### config.mk
export PLATFORM = sky130hd
export DESIGN_NAME = sd_access_arbiter
export DESIGN_NICKNAME = d
export VERILOG_FILES = /design/src/rtl/sd_access_arbiter.sv
export SDC_FILE = /design/constraint.sdc
export NUM_CORES = 1
export LEC_CHECK = 0
export CORE_ASPECT_RATIO = 0.6
export CORE_MARGIN = 2
export CORE_UTILIZATION = 47
export CTS_BUF_LIST = sky130_fd_sc_hd__clkbuf_4 sky130_fd_sc_hd__clkbuf_8
export DETAILED_ROUTE_END_ITERATION = 16
export GPL_ROUTABILITY_DRIVEN = 0
export PLACE_DENSITY = 0.78
export SKIP_CTS_REPAIR_TIMING = 1
export SYNTH_ARGS = -nofsm -noshare
export SYNTH_HDL_FRONTEND = slang
export SYNTH_SLANG_ARGS = --single-unit
### constraint.sdc
create_clock -name clk -period 2.45 [get_ports clk]
set_input_delay 0.245 -clock clk [delete_from_list [all_inputs] [get_ports clk]]
set_output_delay 0.245 -clock clk [all_outputs]
set_load 0.01 [all_outputs]
### src/rtl/sd_access_arbiter.sv
// Shares one SD host between a raw reader (0) and an eLUKS engine (1), resetting the host on owner change.
// Grant latency is 1 + RST_CYCLES + init-wait cycles on a switch, 2 cycles otherwise; no preemption except by the busy watchdog.
module sd_access_arbiter #(
    parameter int unsigned RST_CYCLES      = 16,
    parameter int unsigned TIMEOUT_CYCLES  = 2**24,
    parameter bit          RESET_ON_SWITCH = 1'b1
) (
    input  logic        clk,
    input  logic        rst,
    input  logic [1:0]  req_i,
    output logic [1:0]  gnt_o,
    input  logic [1:0]  r_block_i,
    input  logic [1:0]  r_multi_block_i,
    input  logic [1:0]  r_byte_i,
    input  logic [31:0] block_addr0_i,
    input  logic [31:0] block_addr1_i,
    output logic        spi_r_block,
    output logic        spi_r_multi_block,
    output logic        spi_r_byte,
    output logic [31:0] spi_block_addr,
    output logic        spi_rst,
    input  logic        spi_busy,
    input  logic        spi_err,
    output logic [1:0]  busy_o,
    output logic [1:0]  err_o,
    output logic        timeout_o
);

    typedef enum logic [2:0] {
        IDLE,
        RST_HOST,
        WAIT_READY,
        GRANTED,
        RELEASE
    } state_t;

    state_t      state_q, state_d;
    logic        owner_q, owner_d;
    logic        last_owner_q, last_owner_d;
    logic [31:0] rst_cnt_q, rst_cnt_d;
    logic [31:0] wdog_q, wdog_d;
    logic        timeout_q, timeout_d;
    logic        force_rst_q, force_rst_d;
    logic [1:0]  gnt_q, gnt_d;
    logic        spi_rst_q, spi_rst_d;
    logic        pick;
    logic        cmd_en;

    always_comb begin
        state_d      = state_q;
        owner_d      = owner_q;
        last_owner_d = last_owner_q;
        rst_cnt_d    = rst_cnt_q;
        wdog_d       = wdog_q;
        timeout_d    = timeout_q;
        force_rst_d  = force_rst_q;
        gnt_d        = gnt_q;
        spi_rst_d    = spi_rst_q;
        pick         = 1'b0;
        case (state_q)
            IDLE: begin
                if (|req_i) begin
                    // On a tie the requester that did not own the host last time wins.
                    pick    = (&req_i) ? ~last_owner_q : req_i[1];
                    owner_d = pick;
                    if (force_rst_q || (RESET_ON_SWITCH && (pick != last_owner_q))) begin
                        state_d     = RST_HOST;
                        spi_rst_d   = 1'b1;
                        rst_cnt_d   = 32'd0;
                        force_rst_d = 1'b0;
                    end else begin
                        state_d   = WAIT_READY;
                        spi_rst_d = 1'b0;
                    end
                end
            end
            RST_HOST: begin
                if (rst_cnt_q == RST_CYCLES - 32'd1) begin
                    state_d   = WAIT_READY;
                    spi_rst_d = 1'b0;
                end else begin
                    rst_cnt_d = rst_cnt_q + 32'd1;
                end
            end
            WAIT_READY: begin
                if (!spi_busy) begin
                    state_d = GRANTED;
                    gnt_d   = owner_q ? 2'b10 : 2'b01;
                    wdog_d  = 32'd0;
                end
            end
            GRANTED: begin
                if (spi_busy) begin
                    wdog_d = wdog_q + 32'd1;
                    // A host stuck busy is forcibly taken back and re-initialised before reuse.
                    if (wdog_q + 32'd1 == TIMEOUT_CYCLES) begin
                        timeout_d   = 1'b1;
                        force_rst_d = 1'b1;
                        state_d     = RELEASE;
                        gnt_d       = 2'b00;
                    end
                end else begin
                    wdog_d = 32'd0;
                    if (!req_i[owner_q]) begin
                        state_d = RELEASE;
                        gnt_d   = 2'b00;
                    end
                end
            end
            RELEASE: begin
                last_owner_d = owner_q;
                state_d      = IDLE;
            end
            default: begin
                state_d = IDLE;
                gnt_d   = 2'b00;
            end
        endcase
    end

    always_ff @(posedge clk) begin
        if (rst) begin
            state_q      <= IDLE;
            owner_q      <= 1'b0;
            last_owner_q <= 1'b1;
            rst_cnt_q    <= 32'd0;
            wdog_q       <= 32'd0;
            timeout_q    <= 1'b0;
            force_rst_q  <= 1'b1;
            gnt_q        <= 2'b00;
            spi_rst_q    <= 1'b1;
        end else begin
            state_q      <= state_d;
            owner_q      <= owner_d;
            last_owner_q <= last_owner_d;
            rst_cnt_q    <= rst_cnt_d;
            wdog_q       <= wdog_d;
            timeout_q    <= timeout_d;
            force_rst_q  <= force_rst_d;
            gnt_q        <= gnt_d;
            spi_rst_q    <= spi_rst_d;
        end
    end

    // Commands only flow while the owner still asserts its request.
    assign cmd_en            = (state_q == GRANTED) && req_i[owner_q];
    assign spi_r_block       = cmd_en & r_block_i[owner_q];
    assign spi_r_multi_block = cmd_en & r_multi_block_i[owner_q];
    assign spi_r_byte        = cmd_en & r_byte_i[owner_q];
    assign spi_block_addr    = cmd_en ? (owner_q ? block_addr1_i : block_addr0_i) : 32'd0;

    assign gnt_o     = gnt_q;
    assign spi_rst   = spi_rst_q;
    assign timeout_o = timeout_q;
    assign busy_o[0] = gnt_q[0] ? spi_busy : 1'b1;
    assign busy_o[1] = gnt_q[1] ? spi_busy : 1'b1;
    assign err_o[0]  = gnt_q[0] & spi_err;
    assign err_o[1]  = gnt_q[1] & spi_err;

endmodule

## Yosys cells after proc, flatten, opt, wreduce, memory -nomap -nowiden

Index checks and enable logic that the tools add are counted.

| word-level totals | value |
|---|---|
| flip-flop bits (word level) | 74 |
| input bits | 76 |

| cells by class | value |
|---|---|
| add/subtract/negate cells | 2 |
| magnitude comparators | 1 |
| equality and inequality tests | 16 |
| multiplexer cells | 43 |
| bitwise operators | 7 |
| reduce and logical (&&, ||, !) cells | 17 |

Operators by type and width:

| cell | count |
|---|---|
| 32-bit two-way mux | 7 |
| 32-bit case mux with 2 select lines | 2 |
| 32-bit by 1-bit adder with 32-bit output (second input constant) | 2 |
| 32-bit by 25-bit equality test with 1-bit output (second input constant) | 1 |
| 32-bit by 4-bit equality test with 1-bit output (second input constant) | 1 |
| 1-bit two-way mux | 18 |
| 3-bit two-way mux | 6 |
| 2-bit inequality test (second input constant) | 7 |
| 2-bit two-way mux | 6 |
| 3-bit case mux with 4 select lines | 1 |
| 5-bit AND reduction | 2 |
| 4-bit AND reduction | 2 |
| 3-bit by 2-bit equality test with 1-bit output (second input constant) | 2 |
| 3-bit inequality test (second input constant) | 2 |
| 2-bit case mux with 3 select lines | 1 |
| 2-bit AND reduction | 3 |
| 3-bit AND reduction | 2 |
| 2-bit nonzero test | 3 |
| 1-bit bitwise AND | 5 |
| 1-bit case mux with 2 select lines | 2 |
| 3-bit by 1-bit equality test with 1-bit output (second input constant) | 1 |
| 3-bit equality test (second input constant) | 1 |
| 3-bit zero test | 1 |
| 3-bit OR reduction | 1 |
| other kinds (6) | 7 |

## Logic depth before layout (Yosys ltp)

| logic depth | value |
|---|---|
| word-level depth | 7 |
| mapped depth | 10 |
| mapped depth without buffers | 8 |

## Worst setup path before layout

No wires, ideal clock.

| timing | value |
|---|---|
| path type | flip-flop to flip-flop |
| start | register wdog_q[2] |
| end | register state_q[0] |
| data arrival time | 2.547 ns |
| slack | -0.229 ns |
| stages on the path, launching flop included | 9 |
| path buffers | 1 |
| cell sequence | dfxtp_1 -> buf_2 -> nand3_4 -> or4_4 -> or3_4 -> a2111o_1 -> a2111o_1 -> nor3_2 -> o22ai_1 |

| on the way | value |
|---|---|
| longest elaborated chain between the ends | 4 |

RTL lines:

| what | line | RTL |
|---|---|---|
| from (decl) | 41 | `logic [31:0] wdog_q, wdog_d;` |
| from (signal assigned) | 137 | `wdog_q <= wdog_d;` |
| 32-bit by 1-bit adder with 32-bit output | 96 | `if (wdog_q + 32'd1 == TIMEOUT_CYCLES) begin` |
| 32-bit by 25-bit equality test with 1-bit output | 96 |  |
| 3-bit inequality test (no source line) | n/a |  |
| 5-bit AND reduction (no source line) | n/a |  |
| to (signal assigned) | 133 | `state_q <= state_d;` |
| to (decl) | 37 | `state_t state_q, state_d;` |

No other way between the ends.
A chain may end at the register's enable or synchronous reset.

## Worst setup path in the final report

| timing | value |
|---|---|
| start | register wdog_q[10] |
| end | register state_q[2] |

Same word-level chain as after synthesis.

==> out/qor.csv <==
stage,metric,value,unit
outcome,status,finished with violations,
outcome,failing checks,setup timing,
sta,Final Slew Violations,0,
worst_setup_path,"Max FO, Critical Path",3,
floorplanning,Die W,134.8,microns
drt,drt initial violations,601,
grt,vias in the first global route,5175,
cts,Clock Path Buffers,2,
synth,Async SR Flop Fraction,0,
placement,Placed Area,0.006591,sq mm
sta,RSZ-0062 raised after global routing,true,
synth,Avg Inst Size Synth,7.537,sq um
cts,clock transition at the registers of the reported paths,80,ps
sta,Max transition margin,0.6069,
worst_setup_path,crit end category,flop,
floorplanning,Die Ht,82.47,microns
worst_setup_path,cell family contributing the most delay on the critical path,simple AND/OR/NAND/NOR gates,
floorplanning,Initial Util,0.4865,
sta,final worst slack,-189.2,ps
cts,Clock Sink Count,74,
synth,largest area contributor in the netlist,dfxtp_1,
floorplanning,# IOs,119,
synth,sequential area share after synthesis,0.3071,
grt,first-pass GRT wire length,25.78,mm
power,worst vdd rail ir drop,279.0,uV
synth,"top cells by count, synth","nor2_1, dfxtp_1, nand2_1, mux2i_1, clkbuf_1",
grt,largest net degree at the start of global routing,38,
sta,post-layout minimum cycle time,2639,ps
floorplanning,Rows,28,
drt,Detailed Route WL,16.09,mm
worst_setup_path,worst path bufs/invs,0,
cts,CTS tree,done,
drt,vias post-DR,5568,
worst_setup_path,CP required,2760,ps
drt,DRC violation count after routing,0,
synth,"Top FF cell, synth",dfxtp_1,
layout,fin area,0.006829,sq mm
grt,Congestion Overflow GR,0,
cts,total CTS buffers,9,
synth,"top cells by area, synth","dfxtp_1, mux2i_1, nor2_1",
cts,Skew-Pair Late Insertion Delay,360,ps
min_path,Hold Path Class,flop to flop,
worst_setup_path,Crit Path Class,flop to flop,
worst_setup_path,max incr delay on CP,560,ps
worst_setup_path,startpoint types,flop,
cts,H-tree depth,3,
synth,Synth Cell Area,0.004823,sq mm
synth,Synth Register Bits,74,
sta,Slew @ Worst Pin,581.4,ps
worst_setup_path,"Data arrival, critical path",2940,ps
sta,clk_skew,9.108,ps
synth,synth warn,0,
sta,fin crit share,1.077,
layout,non-filler instance count after layout,933,
floorplanning,die footprint,0.01112,sq mm
layout,fin nets,872,
placement,placed cells,917,
sta,setup TNS,-1162,ps
synth,Post-synth EDFFs,0,
synth,Yosys top cell area share,0.3071,
grt,initial antenna violation count,0,
sta,final hold vios,0,
worst_setup_path,CP dominant cell by count,a2111o_1,
drt,via/cell ratio,5.968,
placement,number of port buffers,118,
run,Max Cap Violations,0,
power,PwrDens,492.6,mW/mm^2
synth,Mapped Nets,719,
drt,Routed Antenna Nets,0,
layout,ant diodes,0,
synth,most common cell in the synthesized netlist,nor2_1,
cts,CTS root buf,clkbuf_8,
sta,Max Fclk,378.9,MHz
grt,GRT Overall Usage,0.2934,
worst_setup_path,Crit-path slowest cell,or4_4,
layout,layout cells sized above 1,0.1541,
placement,DP HPWL,12.38,mm
drt,drt pass-1 iters,8,
power,P_leak,2.383,nW
layout,Syn-to-layout area delta,41.58,%
worst_setup_path,worst-path cell chain,"nand4_1, or4_4, or3_4, a2111o_1, a2111o_1, nor4_2, a31o_1",
layout,Fill cells,759,
synth,Mapped Cells,640,
sta,setup violators final,7,
drt,WL/cell,17.24,microns
synth,Cell variety after synth,62,
floorplanning,core area,0.009915,sq mm
## stage by stage
| stage | hold slack (ps) | power (W) | util | setup slack, ps |
|---|---|---|---|---|
| 6_report | 477.1 | 0.003364 | 0.6888 | -189.2 |
| 5_1_grt | 509.7 | 0.003519 | 0.6888 | -276.2 |
| 4_1_cts | 471.3 | 0.003366 | 0.6864 | -268.3 |
| 3_5_place_dp | 448.9 | 0.002363 | 0.6648 | -255.3 |
| 3_3_place_gp | 447.3 | 0.002314 | 0.6648 | -163.8 |
| 2_1_floorplan | 396.2 | 0.001907 | - | -128.8 |
## registers in the layout, indices dropped and copies added, names as in the netlist
| register | cells |
|---|---|
| force_rst_q | 1 |
| gnt_o | 2 |
| last_owner_q | 1 |
| owner_q | 1 |
| rst_cnt_q | 32 |
| spi_rst | 1 |
| state_q | 3 |
| timeout_o | 1 |
| wdog_q | 32 |
## report_power, final
part | internal, W | switching [W] | total [W]
sequential | 0.00125 | 0.0000608 | 0.00131
clock | 0.000529 | 0.000479 | 0.00101
combinational | 0.000494 | 0.000551 | 0.00104
## layer usage
layer  vias to the layer above  global-route usage  routed length [microns]
met4                         0             0.09579                      356
met2                       309              0.4990                     7392
met5                         -                   0                        0
met3                        44             0.07875                     1582
met1                      2593              0.3666                     6757
li1                       2622                   -                        -
## layout by cell type, fill, tap and decap left out, types with 6 or more instances in the layout
| master | synthesis | final |
|---|---|---|
| clkdlybuf4s50_1 | 0 | 118 |
| nor2_1 | 109 | 109 |
| buf_4 | 1 | 69 |
| dfxtp_1 | 74 | 66 |
| nand2_1 | 48 | 48 |
| mux2i_1 | 42 | 42 |
| a21oi_1 | 34 | 34 |
| o21ai_0 | 30 | 30 |
| nor3_1 | 29 | 29 |
| nand3_1 | 25 | 25 |
| xnor2_1 | 21 | 21 |
| nor4_1 | 18 | 17 |
| xor2_1 | 14 | 14 |
| and3_1 | 12 | 12 |
| nand4_1 | 11 | 11 |
| clkbuf_8 | 0 | 11 |
| or3_1 | 10 | 10 |
| a31oi_1 | 9 | 9 |
| a311oi_1 | 9 | 9 |
| inv_1 | 8 | 8 |
| or2_2 | 8 | 8 |
| dfxtp_2 | 0 | 8 |
| a211oi_1 | 7 | 7 |
| and4_1 | 6 | 6 |
## area by class of cell
type                       instances  area (sq um)  share of cell area
timing repair buffer             191          1779              0.2605
inverter                           8         30.03            0.004397
clock inverter                     5         62.56            0.009161
clock buffer                      11         151.4             0.02217
tap                              135         168.9             0.02473
multi-input combinational        509          3146              0.4606
sequential                        74          1491              0.2184
## cell families (layout without fill, tap and decap cells)
kind of cell / Yosys count / in the layout / synth area share
multiplexers: 44 / 44 / 0.09183
XOR/XNOR: 35 / 35 / 0.06356
flip-flops: 74 / 74 / 0.3071
adder cells (fa/ha/maj): 3 / 3 / 0.007783
buffers and inverters: 57 / 215 / 0.04877
AND/OR/NAND/NOR: 304 / 304 / 0.3152
AO/OA/AOI/OAI: 123 / 123 / 0.1658
## worst paths after layout
| kind | from | end | slack [ps] | depth (start not counted) |
|---|---|---|---|---|
| setup / recovery | wdog_q[10] | state_q[2] | -190 | 7 |
| hold / removal | timeout_o | timeout_o | 480 | 1 |
| setup reg to reg | wdog_q[10] | state_q[2] | -190 | 7 |
| hold reg to reg | timeout_o | timeout_o | 480 | 1 |
No activity file was read; power rests on OpenSTA's default activity.
